<file path="src/rtl/pipeline_hazard_controller_pkg.sv">
`default_nettype none
// =============================================================================
// Module   : pipeline_hazard_controller_pkg
// Brief    : State encodings and shared constants for the hazard controller.
// Revision : 1.0
// =============================================================================
package pipeline_hazard_controller_pkg;

  typedef enum logic [1:0] {
    ST_RUN      = 2'd0,
    ST_MD_BUSY  = 2'd1,
    ST_MD_DRAIN = 2'd2,
    ST_HALT     = 2'd3
  } state_t;

  localparam int c_MD_CYCLES_DEFAULT = 4;
  localparam int c_MD_CNT_W          = 4;

endpackage : pipeline_hazard_controller_pkg
`default_nettype wire

</file>
<file path="src/rtl/load_use_detect.sv">
`default_nettype none
// =============================================================================
// Module   : load_use_detect
// Brief    : Flags a load in EX whose destination feeds a used source in ID.
// Revision : 1.0
// =============================================================================
module load_use_detect #(
  parameter int REG_W = 4
) (
  input  logic             i_ex_is_load,
  input  logic [REG_W-1:0] i_ex_rd,
  input  logic [REG_W-1:0] i_id_rs1,
  input  logic [REG_W-1:0] i_id_rs2,
  input  logic             i_id_uses_rs1,
  input  logic             i_id_uses_rs2,
  output logic             o_hazard
);

  logic w_hit_rs1;
  logic w_hit_rs2;

  assign w_hit_rs1 = i_id_uses_rs1 && (i_id_rs1 == i_ex_rd);
  assign w_hit_rs2 = i_id_uses_rs2 && (i_id_rs2 == i_ex_rd);
  assign o_hazard  = i_ex_is_load && (w_hit_rs1 || w_hit_rs2);

endmodule : load_use_detect
`default_nettype wire

</file>
<file path="src/rtl/pipeline_hazard_controller.sv">
`default_nettype none
// =============================================================================
// Module   : pipeline_hazard_controller
// Brief    : Stall/flush sequencer for load-use, branch, MUL/DIV and halt.
// Revision : 1.0
// =============================================================================
module pipeline_hazard_controller
  import pipeline_hazard_controller_pkg::*;
#(
  parameter int REG_W     = 4,
  parameter int MD_CYCLES = c_MD_CYCLES_DEFAULT,
  parameter int CNT_W     = 16
) (
  input  logic             clk,
  input  logic             rst,
  input  logic [REG_W-1:0] i_id_rs1,
  input  logic [REG_W-1:0] i_id_rs2,
  input  logic             i_id_uses_rs1,
  input  logic             i_id_uses_rs2,
  input  logic             i_ex_is_load,
  input  logic [REG_W-1:0] i_ex_rd,
  input  logic             i_ex_is_muldiv,
  input  logic             i_branch_taken_ex,
  input  logic             i_halt_req,
  input  logic             i_resume,
  output logic             o_pc_write_en,
  output logic             o_ifid_write_en,
  output logic             o_idex_write_en,
  output logic             o_ifid_flush,
  output logic             o_idex_flush,
  output logic             o_exmem_flush,
  output logic             o_md_start,
  output logic             o_md_capture,
  output logic             o_halted,
  output logic [CNT_W-1:0] o_stall_cycles
);

  localparam logic [c_MD_CNT_W-1:0] c_MD_LOAD = c_MD_CNT_W'(MD_CYCLES - 2);
  localparam logic [CNT_W-1:0]      c_CNT_ONE = {{(CNT_W-1){1'b0}}, 1'b1};

  state_t                  r_state;
  state_t                  w_state_nxt;
  logic [c_MD_CNT_W-1:0]   r_md_cnt;
  logic [c_MD_CNT_W-1:0]   w_md_cnt_nxt;
  logic                    r_halt_pending;
  logic                    w_halt_pending_nxt;
  logic [CNT_W-1:0]        r_stall_cycles;
  logic                    w_load_use;
  logic                    w_stall_inc;

  load_use_detect #(
    .REG_W (REG_W)
  ) u_load_use_detect (
    .i_ex_is_load  (i_ex_is_load),
    .i_ex_rd       (i_ex_rd),
    .i_id_rs1      (i_id_rs1),
    .i_id_rs2      (i_id_rs2),
    .i_id_uses_rs1 (i_id_uses_rs1),
    .i_id_uses_rs2 (i_id_uses_rs2),
    .o_hazard      (w_load_use)
  );

  always_ff @(posedge clk) begin
    if (rst) begin
      r_state        <= ST_RUN;
      r_md_cnt       <= '0;
      r_halt_pending <= 1'b0;
      r_stall_cycles <= '0;
    end else begin
      r_state        <= w_state_nxt;
      r_md_cnt       <= w_md_cnt_nxt;
      r_halt_pending <= w_halt_pending_nxt;
      if (w_stall_inc && (r_stall_cycles != '1)) begin
        r_stall_cycles <= r_stall_cycles + c_CNT_ONE;
      end
    end
  end

  // RUN events are mutually exclusive: only the highest-priority one acts.
  always_comb begin
    w_state_nxt        = r_state;
    w_md_cnt_nxt       = r_md_cnt;
    w_halt_pending_nxt = r_halt_pending;
    o_pc_write_en      = 1'b1;
    o_ifid_write_en    = 1'b1;
    o_idex_write_en    = 1'b1;
    o_ifid_flush       = 1'b0;
    o_idex_flush       = 1'b0;
    o_exmem_flush      = 1'b0;
    o_md_start         = 1'b0;
    o_md_capture       = 1'b0;
    o_halted           = 1'b0;

    if (rst) begin
      o_pc_write_en   = 1'b0;
      o_ifid_write_en = 1'b0;
      o_idex_write_en = 1'b0;
      o_ifid_flush    = 1'b1;
      o_idex_flush    = 1'b1;
      o_exmem_flush   = 1'b1;
    end else begin
      case (r_state)
        ST_RUN: begin
          if (i_branch_taken_ex) begin
            o_ifid_flush = 1'b1;
            o_idex_flush = 1'b1;
          end else if (i_ex_is_muldiv) begin
            o_md_start      = 1'b1;
            o_pc_write_en   = 1'b0;
            o_ifid_write_en = 1'b0;
            o_idex_write_en = 1'b0;
            o_exmem_flush   = 1'b1;
            w_md_cnt_nxt    = c_MD_LOAD;
            w_state_nxt     = ST_MD_BUSY;
          end else if (w_load_use) begin
            o_pc_write_en   = 1'b0;
            o_ifid_write_en = 1'b0;
            o_idex_flush    = 1'b1;
          end else if (i_halt_req) begin
            w_state_nxt = ST_HALT;
          end
        end
        ST_MD_BUSY: begin
          o_pc_write_en   = 1'b0;
          o_ifid_write_en = 1'b0;
          o_idex_write_en = 1'b0;
          o_exmem_flush   = 1'b1;
          if (i_halt_req) begin
            w_halt_pending_nxt = 1'b1;
          end
          if (r_md_cnt == '0) begin
            w_state_nxt = ST_MD_DRAIN;
          end else begin
            w_md_cnt_nxt = r_md_cnt - c_MD_CNT_W'(1);
          end
        end
        ST_MD_DRAIN: begin
          o_md_capture       = 1'b1;
          w_halt_pending_nxt = 1'b0;
          w_state_nxt        = (r_halt_pending || i_halt_req) ? ST_HALT : ST_RUN;
        end
        ST_HALT: begin
          o_pc_write_en   = 1'b0;
          o_ifid_write_en = 1'b0;
          o_idex_write_en = 1'b0;
          o_halted        = 1'b1;
          if (i_resume) begin
            w_state_nxt = ST_RUN;
          end
        end
        default: begin
          w_state_nxt = ST_RUN;
        end
      endcase
    end
  end

  // HALT is a deliberate freeze, not a hazard, so it is kept out of the count.
  assign w_stall_inc    = !o_pc_write_en && (r_state != ST_HALT);
  assign o_stall_cycles = r_stall_cycles;

endmodule : pipeline_hazard_controller
`default_nettype wire

</file>
<file path="config.mk">
export PLATFORM = sky130hd
export DESIGN_NAME = pipeline_hazard_controller
export DESIGN_NICKNAME = d
export VERILOG_FILES = /design/src/rtl/pipeline_hazard_controller_pkg.sv /design/src/rtl/load_use_detect.sv /design/src/rtl/pipeline_hazard_controller.sv
export SDC_FILE = /design/constraint.sdc
export NUM_CORES = 1
export LEC_CHECK = 0
export ABC_CLOCK_PERIOD_IN_PS = 2320
export BUFFER_PORTS_ARGS = -buffer_cell sky130_fd_sc_hd__clkbuf_2
export CAP_MARGIN = 20
export CORE_MARGIN = 10
export CORE_UTILIZATION = 30
export CTS_CLUSTER_SIZE = 25
export DETAILED_ROUTE_END_ITERATION = 7
export HOLD_SLACK_MARGIN = 0.03
export SYNTH_ARGS = -nofsm -noshare
export SYNTH_HDL_FRONTEND = slang
export SYNTH_HIERARCHICAL = 1
export SYNTH_SLANG_ARGS = --single-unit
</file>
<file path="constraint.sdc">
create_clock -name clk -period 2.32 [get_ports clk]
set_clock_uncertainty 0.05 [all_clocks]
set_input_delay 0.232 -clock clk [delete_from_list [all_inputs] [get_ports clk]]
set_output_delay 0.232 -clock clk [all_outputs]
set_load 0.02 [all_outputs]
</file>
Yosys cells after proc, flatten, opt, wreduce, memory -nomap -nowiden
Cells that the tools add are included.
{"block": "op_classes", "n_addsub": 2, "eq_ne": 15, "mux": 41, "reduce_logical": 16}
{"operator": "1-bit 2-to-1 mux", "count": 25}
{"operator": "16-bit by 1-bit adder with 16-bit output (second input constant)", "count": 1}
{"operator": "16-bit != test (second input constant)", "count": 1}
{"operator": "2-bit 2-to-1 mux", "count": 7}
{"operator": "2-bit != test (second input constant)", "count": 7}
{"operator": "4-bit 2-to-1 mux", "count": 3}
{"operator": "4-bit == test", "count": 2}
{"operator": "1-bit one-hot mux with 2 select lines", "count": 4}
{"operator": "2-bit one-hot mux with 4 select lines", "count": 1}
{"operator": "4-bit one-hot mux with 2 select lines", "count": 1}
{"operator": "3-bit != test (second input constant)", "count": 2}
{"operator": "1-bit logical AND", "count": 5}
{"operator": "5-bit AND reduction", "count": 1}
{"operator": "2-bit == test (second input constant)", "count": 2}
{"operator": "4-bit zero test", "count": 1}
{"operator": "4-bit AND reduction", "count": 1}
{"operator": "2-bit nonzero test", "count": 2}
{"operator": "4-bit by 1-bit subtractor with 4-bit output (second input constant)", "count": 1}
{"operator": "2-bit by 1-bit == test with 1-bit output (second input constant)", "count": 1}
{"operator": "2-bit zero test", "count": 1}
{"operator": "1-bit logical OR", "count": 2}
{"operator": "2-bit AND reduction", "count": 1}
{"operator": "2-bit OR reduction", "count": 1}
{"operator": "1-bit zero test", "count": 1}
{"block": "word_totals", "regBits": 23, "in_bits": 21, "wordCells": 78}

Logic depth before layout (Yosys ltp)
Gate-level depths: netlist (run 1).
{"block": "logic_depth", "word_depth": 12, "ltp_mapped": 10}

Cells and area by module
The synthesis (run 1) kept the hierarchy.
{"mod": "pipeline_hazard_controller", "instances": 1, "cells_per_inst": 169, "area_each_um2": 1417.6, "seq_area_each_um2": 460.4}
{"mod": "load_use_detect", "instances": 1, "cells_per_inst": 12, "area_each_um2": 102.6, "seq_area_each_um2": 0.0}

Worst setup path before layout (run 1)
No wires, ideal clock.
{"block": "synth_path", "path_kind": "input port to flip-flop", "startpoint": "in i_ex_rd[0]", "endpoint": "reg r_stall_cycles[4] (netlist: o_stall_cycles[4])", "arrival_ps": 1925, "slack_ps": 208, "stages": 8, "path_cell_list": "xor2_1 o41ai_2 nor2_1 o311a_1 buf_6 buf_2 a2111oi_0 a211oi_1"}
{"block": "synth_via", "elab_chain_len": 12, "elab_cells_between_ends": 14, "cone_classes": "2 x eq/ne; 5 x mux; 7 x reduce/logical"}
{"element": "from (decl)", "line_no": "pipeline_hazard_controller.sv:21", "text": "input logic [REG_W-1:0] i_ex_rd,"}
{"element": "4-bit == test, on equally long branches", "line_no": "load_use_detect.sv:22, load_use_detect.sv:23"}
{"element": "1-bit logical AND, on equally long branches", "line_no": "load_use_detect.sv:22, load_use_detect.sv:23"}
{"element": "1-bit logical OR *", "line_no": "load_use_detect.sv:24", "text": "assign o_hazard = i_ex_is_load && (w_hit_rs1 || w_hit_rs2);"}
{"element": "1-bit logical AND *", "line_no": "load_use_detect.sv:24"}
{"element": "named net w_load_use", "line_no": "pipeline_hazard_controller.sv:48", "text": "logic w_load_use;"}
{"element": "1-bit 2-to-1 mux *", "line_no": "pipeline_hazard_controller.sv:115", "text": "end else if (w_load_use) begin"}
{"element": "1-bit 2-to-1 mux *", "line_no": "pipeline_hazard_controller.sv:107", "text": "end else if (i_ex_is_muldiv) begin"}
{"element": "1-bit 2-to-1 mux *", "line_no": "pipeline_hazard_controller.sv:104", "text": "if (i_branch_taken_ex) begin"}
{"element": "1-bit one-hot mux with 2 select lines *", "line_no": "pipeline_hazard_controller.sv:102", "text": "case (r_state)"}
{"element": "1-bit 2-to-1 mux *", "line_no": "pipeline_hazard_controller.sv:94", "text": "if (rst) begin"}
{"element": "1-bit zero test *", "line_no": "pipeline_hazard_controller.sv:159", "text": "assign w_stall_inc = !o_pc_write_en && (r_state != ST_HALT);"}
{"element": "1-bit logical AND *", "line_no": "pipeline_hazard_controller.sv:159"}
{"element": "1-bit logical AND *", "line_no": "pipeline_hazard_controller.sv:73", "text": "if (w_stall_inc && (r_stall_cycles != '1)) begin"}
{"element": "to (signal assigned)", "line_no": "pipeline_hazard_controller.sv:74", "text": "r_stall_cycles <= r_stall_cycles + c_CNT_ONE;"}
{"element": "to (decl)", "line_no": "pipeline_hazard_controller.sv:47", "text": "logic [CNT_W-1:0] r_stall_cycles;"}
Mark *: on every way through the listed nets, which the timed path passes. The rest lies on a longest branch.
A chain may end at the register's enable or synchronous reset.

Worst setup path in the final report (run 1)
{"block": "layout_path", "startpoint": "in i_ex_rd[1]", "endpoint": "reg r_stall_cycles[12] (netlist: o_stall_cycles[12])"}
Same word-level chain as after synthesis.

==> summary.md, run 1 <==
| Metric | Value |
|---|---|
| Number of synthesized register bits | 23 |
| CP startpoint kind | input port |
| 1st-iter DRT viols | between 90 and 100 |
| Initial Utilization | 0.316 |
| CTS Sinks | 23 |
| HPWL after DPL | roughly 3.3 mm |
| Tightest Pin Transition | 454 ps |
| Largest net degree at the start of global routing | 30 |
| Wirelength, routed | slightly above 4 mm |
| Hold path start | i_resume |
| Worst flop-to-flop path startpoint | o_stall_cycles[2]$_SDFFE_PP0P_ |
| Die width | around 90 um |
| Synthesized net count | between 200 and 250 |
| # IOs | 46 |
| Vias | approximately 1,600 |
| DRC | 0 |
| Sequential area share after synthesis | 0.303 |
| Setup TNS after final layout | 0 ps |
| Delay-heaviest family, CP | simple AND/OR/NAND/NOR gates |
| Final setup violation count | 0 |
| Clock root cell | clkbuf_8 |
| Antenna violations before repair | 0 |
| IO buf count | 45 |
| Vias per inst | 5.19 |
| Post-synth EDFFs | 0 |
| Clock latency at the later pin of the worst-skew pair | roughly 260 ps |
| Critical path buffers and inverters | 2 |
| Max Fclk | between 400 and 500 MHz |
| Status | complete, no violations |
| Async SR Flop Fraction | 0 |
| Critical Path Source | i_ex_rd[1] |
| Post-synthesis cell type count | 52 |
| P per Cell Area | between 500 and 600 nW/um2 |
| CTS Buf Count | 3 |
| Crit end category | register |
| Worst-path fanout max | 8 |
| Post-DP Area | 1860 um2 |
| Rows | 25 |
| Antenna viol nets, final | 0 |
| Leakage | between 0.7 and 0.8 nW |
| Max-Slew Margin vs Limit | 0.695 |
| Layout Area Growth over Synthesis | 25.6% |
| Ys flop type | dfxtp_1 |
| Total GRT Usage | 0.0954 |
| Final period util | 0.879 |
| Arr. time, crit path | around 2200 ps |
| Wire length per cell | about 14 um |
| Vias in the first global route | between 1,000 and 1,500 |
| Post-CTS resize count | 0 |
| Hold crit path type | in2reg |
| Worst VDD drop | approximately 0.23 mV |
| Clock transition at path regs | around 80 ps |
| TritonCTS clock tree | done |
| Core Region | approximately 4800 um2 |
| Congestion Overflow GR | 0 |
| Final count of hold timing violations | 0 |
| N_diodes | 0 |
| Max cap viols | 0 |
| Crit-path slowest cell | or4_1 |
| H-tree depth | 1 |
| Slew Viols, Final | 0 |
| CP cell instances | clkbuf_2 -> xor2_1 -> nor3_1 -> nand4_1 -> o41ai_2 -> nor2_1 -> o311a_1 -> buf_4 -> or4_1 -> a211oi_1 |
| Final standard cell area without fillers | ~1900 um2 |
| Share of layout cells above drive strength 1 | 0.292 |
| RD Place Congestion | 0.812 |
| Synthesized instance count | about 180 |
| Clk buf depth | 2 |
| First-pass GRT wire length | slightly below 7 mm |
| Final Power | between 1 and 1.5 mW |
| Cts hold-fix bufs | 0 |
| CP required | roughly 2500 ps |
| Post-CTS setup buffer count | 0 |
| Final min period | between 2000 and 2500 ps |
| Yosys warning total | 6 |
| Critical setup path kind | in2reg |
| DRT Pass-1 Iters | 4 |
| Die ar. | around 8300 um2 |
| RSZ-0062 raised after global routing | no |
| Util after Layout | 0.396 |
| Die H | 91.2 um |
| Layout Nets | about 260 |
| Synthesized cell area | about 1500 um2 |
| Mapped Avg Cell Area | about 8.4 um2 |
| Worst path max stage delay | roughly 500 ps |
==> cell usage in the layout (no fill, tap or decap), types with 3 or more instances in the layout <==
cell       n
clkbuf_2  45
nor2b_1    5
nor3_1     9
nand2b_1   7
nand4_1    6
a21oi_1    8
clkbuf_8   3
xor2_1     8
nor3b_1    3
ha_1       3
or4_1      5
nand3_1    8
dfxtp_1   23
nor4_1     5
o31ai_1    4
xnor2_1    3
o21ai_0    3
buf_4     12
a211oi_1   6
nand2_1    8
nor2_1    15
inv_1      9
==> sequential cells by signal (all words and copies together) (netlist names) <==
signal	count
o_stall_cycles	16
r_md_cnt	4
r_state	2
r_halt_pending	1
==> routing by layer <==
| layer | wire, um | track usage |
|---|---|---|
| met5 | 0 | 0 |
| met4 | 55 | 0.0339 |
| met3 | 203 | 0.0198 |
| met2 | 2030 | 0.153 |
| met1 | 1860 | 0.123 |
==> worst paths after layout <==
kind | to | slack [ps] | depth (start not counted)
hold / removal | r_state[1]$_SDFFE_PP0P_ | 260 | 4
hold reg to reg | r_halt_pending$_SDFFE_PP0P_ | 450 | 2
setup / recovery | o_stall_cycles[12]$_SDFFE_PP0P_ | 280 | 10
setup reg to reg | o_stall_cycles[7]$_SDFFE_PP0P_ | 430 | 4
==> layout make-up <==
type	instances	area (um2)
Sequential cell	23	460
Inverter	10	37.5
Multi-Input combinational cell	139	967
Fill cell	540	2910
Tap cell	67	83.8
Timing Repair Buffer	57	315
Clock buffer	4	45.0
==> logic make-up (layout without fill, tap and decap cells) <==
| family | Yosys count | in the layout | share of synthesized area |
|---|---|---|---|
| adders and majority gates | 3 | 3 | 0.0247 |
| xor gates and xnor gates | 11 | 11 | 0.0634 |
| AOI/OAI and AO/OA | 38 | 38 | 0.184 |
| DFF | 23 | 23 | 0.303 |
| and+or+nand+nor | 82 | 82 | 0.320 |
| buffers and inverters | 19 | 71 | 0.0609 |
| muxes | 5 | 5 | 0.0436 |
==> per-stage QoR <==
stage | instances | hold slack (ps) | worst slack, ps
floorplan | 181 | 399 | 208
global placement | 296 | 432 | 13.1
detailed placement | 296 | 440 | -14.6
CTS | 300 | 257 | 268
global route | 300 | 279 | 154
finish | 300 | 256 | 280
==> where the power goes <==
| part | internal [mW] | total (mW) | switching [mW] | leakage [nW] |
|---|---|---|---|---|
| registers | 0.431 | 0.463 | 0.0316 | 0.187 |
| clock network | 0.123 | 0.255 | 0.133 | 0.0228 |
| logic | 0.176 | 0.412 | 0.236 | 0.532 |
| total | 0.730 | 1.13 | 0.400 | 0.742 |
==> tightest hold or removal path, delay by kind of cell <==
kind,cells,cell delay [ps]
AOI/OAI and AO/OA,2,160
buffers and inverters,1,90
and+or+nand+nor,1,40
==> Yosys cell counts (3+ instances only) <==
| master | number | share of area |
|---|---|---|
| nand2b_1 | 7 | 0.029 |
| nand4_1 | 6 | 0.025 |
| clkbuf_1 | 4 | 0.0099 |
| a211oi_1 | 6 | 0.030 |
| or4_1 | 5 | 0.025 |
| xnor2_1 | 3 | 0.017 |
| dfxtp_1 | 23 | 0.30 |
| nor4_1 | 5 | 0.021 |
| nor2b_1 | 5 | 0.021 |
| a21oi_1 | 8 | 0.026 |
| nor3b_1 | 3 | 0.015 |
| nor2_1 | 15 | 0.037 |
| nand2_1 | 8 | 0.020 |
| ha_1 | 3 | 0.025 |
| o31ai_1 | 4 | 0.020 |
| nand3_1 | 8 | 0.026 |
| inv_1 | 9 | 0.022 |
| nor3_1 | 9 | 0.030 |
| o21ai_0 | 3 | 0.0099 |
| xor2_1 | 8 | 0.046 |
No activity file was read; power rests on OpenSTA's default activity.
==> run 2, diff against run 1 <==
- CELL_PAD_IN_SITES_DETAIL_PLACEMENT: unset -> 0
- CELL_PAD_IN_SITES_GLOBAL_PLACEMENT: unset -> 2
- CORE_UTILIZATION: 30 -> 29
- PLACE_DENSITY_LB_ADDON: unset -> 0.1
==> run 2 against run 1 <==
  * Clock power barely moved
  * Total power rose by 0.85%
  * Sequential cell count did not move
  * Setup slack got worse by 11 ps
  * Wire length rose by 9.3%
  * Global-route usage rose by 1.2 points
  * Combinational power rose by 2%
  * Non-clock buffer count did not move
  * Sequential power barely moved
  * Via count rose by 2.6%
  * Sequential share of layout area fell by 0.063 points
  * Highest routed layer unchanged
==> summary.md, run 2 (same netlist as run 1, synthesis figures left out) <==
| Metric | Value |
|---|---|
| Final Power | 1.14 mW (was 1.13 mW) |
| Initial Utilization | 0.298 (was 0.316) |
| Die width | 92.4 um (was 91.2 um) |
| Dpl cells | 299 (was 296) |
| Largest net degree at the start of global routing | 21 (was 30) |
| Vias | 1,597 (was 1,557) |
| Leakage | 0.744 nW (was 0.742 nW) |
| First-pass GRT wire length | 7.82 mm (was 6.82 mm) |
| Commonest non-fill, non-tap cell in the layout | clkbuf_2 (unchanged) |
| RSZ-0062 raised after global routing | no (unchanged) |
| Final standard cell area without fillers | 1910 um2 (about the same) |
| Worst hold path depth | 2 (was 4) |
| Status | complete, no violations (unchanged) |
| # IOs | 46 (unchanged) |
| Post-CTS setup buffer count | 0 (unchanged) |
| Worst flop-to-flop path startpoint | o_stall_cycles[2]$_SDFFE_PP0P_ (unchanged) |
| Final setup violation count | 0 (unchanged) |
| Antenna viol nets, final | 0 (unchanged) |
| Hold crit path type | in2reg (unchanged) |
| Max cap viols | 0 (unchanged) |
| Slew Viols, Final | 0 (unchanged) |
| Layout Nets | 258 (unchanged) |
| CP startpoint kind | input port (unchanged) |
| Total GRT Usage | 0.107 (was 0.0954) |
| Vias in the first global route | 1,605 (was 1,434) |
| CTS Sinks | 23 (unchanged) |
| CP required | 2470 ps (was 2460 ps) |
| HPWL after DPL | 3.65 mm (was 3.29 mm) |
| Clock transition at path regs | 90 ps (was 80 ps) |
| Antenna violations before repair | 0 (unchanged) |
| Final count of hold timing violations | 0 (unchanged) |
| Rows | 26 (was 25) |
| Worst Hold Path EP | r_halt_pending$_SDFFE_PP0P_ (was r_state[1]$_SDFFE_PP0P_) |
| Max reg flops | 16 (unchanged) |
| Post-CTS resize count | 0 (unchanged) |
| TritonCTS clock tree | done (unchanged) |
| Clk buf depth | 2 (unchanged) |
| Critical setup path kind | in2reg (unchanged) |
| Wirelength, routed | 4.54 mm (was 4.15 mm) |
| Tightest Pin Transition | 425 ps (was 454 ps) |
| DRT Pass-1 Iters | 4 (unchanged) |
| Setup TNS after final layout | 0 ps (unchanged) |
| Post-DP Area | 1870 um2 (was 1860 um2) |
| RD Place Congestion | 0.781 (was 0.812) |
| DRC | 0 (unchanged) |
| Share of layout cells above drive strength 1 | 0.296 (was 0.292) |
| Worst VDD drop | 0.253 mV (was 0.233 mV) |
| Max Fclk | 488 MHz (was 490 MHz) |
| Non-filler cells in the finished layout | 303 (was 300) |
| Core Region | 5110 um2 (was 4820 um2) |
| RR Endpoint | o_stall_cycles[7]$_SDFFE_PP0P_ (unchanged) |
| 1st-iter DRT viols | 55 (was 96) |
| Max-Slew Margin vs Limit | 0.714 (was 0.695) |
| IO buf count | 45 (unchanged) |
| Hold path start | rst (was i_resume) |
| Fill cell count | 550 (was 540) |
| Die H | 92.4 um (was 91.2 um) |
| Die ar. | 8540 um2 (was 8310 um2) |
| CTS Buf Count | 3 (unchanged) |
| Congestion Overflow GR | 0 (unchanged) |
| Worst-path fanout max | 9 (was 8) |
| N_diodes | 0 (unchanged) |
| Arr. time, crit path | 2200 ps (was 2180 ps) |
| Critical Path Source | i_ex_rd[0] (was i_ex_rd[1]) |
| Most frequent cells in the layout | 45 x clkbuf_2, 23 x dfxtp_1, 15 x nor2_1 (unchanged) |
| P per Cell Area | 595 nW/um2 (was 592 nW/um2) |
| Clock latency at the later pin of the worst-skew pair | 270 ps (was 260 ps) |
| Layout Area Growth over Synthesis | 25.9% (was 25.6%) |
| Vias per inst | 5.27 (was 5.19) |
| Final min period | 2050 ps (was 2040 ps) |
| Crit end category | register (unchanged) |
| R2R Setup Slk | 310 ps (was 430 ps) |
| Clock root cell | clkbuf_8 (unchanged) |
| Final period util | 0.884 (was 0.879) |
| Cts hold-fix bufs | 0 (unchanged) |
| H-tree depth | 1 (unchanged) |
| Reg2reg path depth | 4 (unchanged) |
| Min Hold Slack | 252 ps (was 256 ps) |
| Wire length per cell | 15.0 um (was 13.8 um) |
==> run 2: cell types whose count changed in the layout (fill, tap and decap cells not counted), sizes merged <==
cell	previous run	this run
clkbuf	49	48
clkinv	1	2
==> run 2: power breakdown <==
part	leakage (nW)	switching, mW	total [mW]	internal (mW)
Sequential	0.187	0.0328	0.464	0.431
Clock	0.0255	0.136	0.256	0.120
Combinational	0.532	0.243	0.420	0.176
==> run 2: worst max-delay path by stage <==
stage	to	slack [ps]	depth (start not counted)
final	o_stall_cycles[13]$_SDFFE_PP0P_	270	8
after global placement	o_stall_cycles[13]$_SDFFE_PP0P_	30	8
after floorplan	o_stall_cycles[4]$_SDFFE_PP0P_	210	8
after detailed placement	o_stall_cycles[13]$_SDFFE_PP0P_	-40	8
after CTS	o_stall_cycles[13]$_SDFFE_PP0P_	250	8
after global routing	o_stall_cycles[13]$_SDFFE_PP0P_	100	10
==> run 2: critical path, stage by stage <==
cell and delay, ps:
clkbuf_2 100, xor2_1 160, o41ai_2 380, nor2_1 100, o311a_1 370, buf_4 190
or4_1 490, a21oi_1 160
==> run 2: area by class of cell <==
cell class / count / area [um2] / share of cell area
Inverter: 10 / 37.5 / 0.0196
Multi-Input combinational cell: 139 / 967 / 0.505
Clock inverter: 1 / 5.00 / 0.00261
Timing Repair Buffer: 57 / 315 / 0.165
Sequential cell: 23 / 460 / 0.241
Clock buffer: 3 / 41.3 / 0.0216
Tap cell: 70 / 87.6 / 0.0458
==> run 2: metal layers <==
| layer | routed length, um | global-route usage | vias up |
|---|---|---|---|
| met2 | 2060 | 0.176 | 57 |
| li1 | - | - | 785 |
| met3 | 360 | 0.0404 | 2 |
| met5 | 0 | 0 | - |
| met1 | 2100 | 0.132 | 753 |
| met4 | 19 | 0.0193 | 0 |
==> run 2: through the flow <==
| stage | worst slack [ps] | util |
|---|---|---|
| 2_1_floorplan | 208 | - |
| 3_3_place_gp | 27.7 | 0.366 |
| 3_5_place_dp | -38.7 | 0.366 |
| 4_1_cts | 245 | 0.375 |
| 5_1_grt | 101 | 0.375 |
| 6_report | 269 | 0.375 |
==> run 3, diff against run 2 <==
- CORE_MARGIN: 10 -> unset
==> run 3 against run 2 <==
  * Count of clock-buffer cells in the layout did not move
  * Maximum frequency is 1.8% lower
  * Critical path type unchanged
  * Non-clock buffer count is the same
  * Clock power about the same
  * Sequential power is essentially flat
  * Worst hold slack better by 7.3 ps
  * Via count down 0.75%
  * Largest cell class unchanged
  * Final area is 0.46% higher
  * Sequential share of layout area down 0.11 points
  * Total power is 0.17% higher
  * Die area fell by 35%
  * Highest routed layer unchanged
==> summary.md, run 3 (same netlist as run 1, synthesis figures left out) <==
| Metric | Value |
|---|---|
| Max cap viols | 0 (unchanged) |
| Share of layout cells above drive strength 1 | 0.296 (unchanged) |
| Layout Nets | 258 (unchanged) |
| Critical setup path kind | in2reg (unchanged) |
| Die width | 74.4 um (was 92.4 um) |
| Hold crit path type | in2reg (unchanged) |
| Post-CTS resize count | 0 (unchanged) |
| Initial Utilization | 0.312 (was 0.298) |
| DRC | 0 (unchanged) |
| Antenna viol nets, final | 0 (unchanged) |
| Max reg flops | 16 (unchanged) |
| DRT Pass-1 Iters | 4 (unchanged) |
| Congestion Overflow GR | 0 (unchanged) |
| Tightest Pin Transition | 451 ps (was 425 ps) |
| Arr. time, crit path | 2230 ps (was 2200 ps) |
| Die ar. | 5540 um2 (was 8540 um2) |
| IO buf count | 45 (unchanged) |
| Slew Viols, Final | 0 (unchanged) |
| Wirelength, routed | 4.01 mm (was 4.54 mm) |
| Clock latency at the later pin of the worst-skew pair | 270 ps (about the same) |
| Crit end category | register (unchanged) |
| Wire length per cell | 13.4 um (was 15.0 um) |
| Clk buf depth | 2 (unchanged) |
| Total GRT Usage | 0.157 (was 0.107) |
| CTS Sinks | 23 (unchanged) |
| Clock transition at path regs | 90 ps (about the same) |
| Core Region | 4880 um2 (was 5110 um2) |
| RD Place Congestion | 0.787 (was 0.781) |
| Rows | 25 (was 26) |
| Most frequent cells in the layout | 45 x clkbuf_2, 23 x dfxtp_1, 15 x nor2_1 (unchanged) |
| Die H | 74.4 um (was 92.4 um) |
| Final period util | 0.900 (was 0.884) |
| First-pass GRT wire length | 6.78 mm (was 7.82 mm) |
| Post-DP Area | 1880 um2 (was 1870 um2) |
| # IOs | 46 (unchanged) |
| CP required | 2460 ps (was 2470 ps) |
| CP startpoint kind | input port (unchanged) |
| Clock root cell | clkbuf_8 (unchanged) |
| Layout Area Growth over Synthesis | 26.5% (was 25.9%) |
| Max Fclk | 479 MHz (was 488 MHz) |
| Final setup violation count | 0 (unchanged) |
| Worst-path fanout max | 20 (was 9) |
| Max-Slew Margin vs Limit | 0.692 (was 0.714) |
| Vias in the first global route | 1,467 (was 1,605) |
| Cts hold-fix bufs | 0 (unchanged) |
| Final count of hold timing violations | 0 (unchanged) |
| H-tree depth | 1 (unchanged) |
| HPWL after DPL | 3.09 mm (was 3.65 mm) |
| Vias | 1,585 (was 1,597) |
| Setup TNS after final layout | 0 ps (unchanged) |
| RSZ-0062 raised after global routing | no (unchanged) |
| P per Cell Area | 594 nW/um2 (was 595 nW/um2) |
| Final min period | 2090 ps (was 2050 ps) |
| N_diodes | 0 (unchanged) |
| Worst VDD drop | 0.215 mV (was 0.253 mV) |
| 1st-iter DRT viols | 36 (was 55) |
| Largest net degree at the start of global routing | 31 (was 21) |
| Fill cell count | 528 (was 550) |
| CTS Buf Count | 3 (unchanged) |
| TritonCTS clock tree | done (unchanged) |
| Status | complete, no violations (unchanged) |
| Post-CTS setup buffer count | 0 (unchanged) |
| Leakage | 0.749 nW (was 0.744 nW) |
| Antenna violations before repair | 0 (unchanged) |
| Final standard cell area without fillers | 1920 um2 (was 1910 um2) |
| Vias per inst | 5.28 (was 5.27) |
| Commonest non-fill, non-tap cell in the layout | clkbuf_2 (unchanged) |
[run 3: cell counts in the layout (fill, tap and decap cells not counted)]
Identical to the previous run, type by type.
[run 3: path summary, 6_finish.rpt]
check / startpoint / end / slack [ps] / depth (start not counted)
worst max-delay path: i_ex_rd[0] / o_stall_cycles[12]$_SDFFE_PP0P_ / 230 / 8
worst min-delay path: i_resume / r_state[1]$_SDFFE_PP0P_ / 260 / 4
worst max register to register: o_stall_cycles[2]$_SDFFE_PP0P_ / o_stall_cycles[7]$_SDFFE_PP0P_ / 360 / 4
worst min register to register: r_halt_pending$_SDFFE_PP0P_ / r_halt_pending$_SDFFE_PP0P_ / 460 / 2
[run 3: through the flow]
step / setup WS (ps) / total power, mW / std cells / util / hold WS, ps
floorplan: 208 / 0.755 / 181 / - / 399
global placement: 3.55 / 0.882 / 296 / 0.385 / 435
detailed placement: -67.4 / 0.896 / 296 / 0.385 / 448
CTS: 212 / 1.16 / 300 / 0.394 / 249
global route: 39.2 / 1.24 / 300 / 0.394 / 267
finish: 232 / 1.14 / 300 / 0.394 / 259
[run 3: cell type report]
class	count	area (um2)	share of cell area
flip-flops and latches	23	460	0.239
repair buffers	57	328	0.170
multi-input cells	139	967	0.503
inverters	10	37.5	0.0195
clock buffers	3	41.3	0.0215
well taps	67	83.8	0.0436
clock inverters	1	5.00	0.00260
[run 3: power by group]
| group | internal [mW] | leakage, nW | total, mW | switching [mW] |
|---|---|---|---|---|
| combinational | 0.180 | 0.537 | 0.424 | 0.244 |
| sequential | 0.431 | 0.187 | 0.463 | 0.0319 |
| clock | 0.120 | 0.0255 | 0.255 | 0.135 |
| total | 0.732 | 0.749 | 1.14 | 0.410 |
[run 3: critical path: stages]
cell	delay, ps
clkbuf_2	100
xor2_1	160
o41ai_2	400
nor2_1	100
o311a_1	340
buf_12	160
or4_1	490
a211oi_1	250
[run 3: layer usage]
metal	up-vias	wire length [um]	GRT usage	share of wire
li1	792	-	-	-
met1	747	2110	0.228	0.53
met2	42	1700	0.235	0.42
met3	4	169	0.0339	0.042
met4	0	28	0.0377	0.0070
met5	-	0	0	0
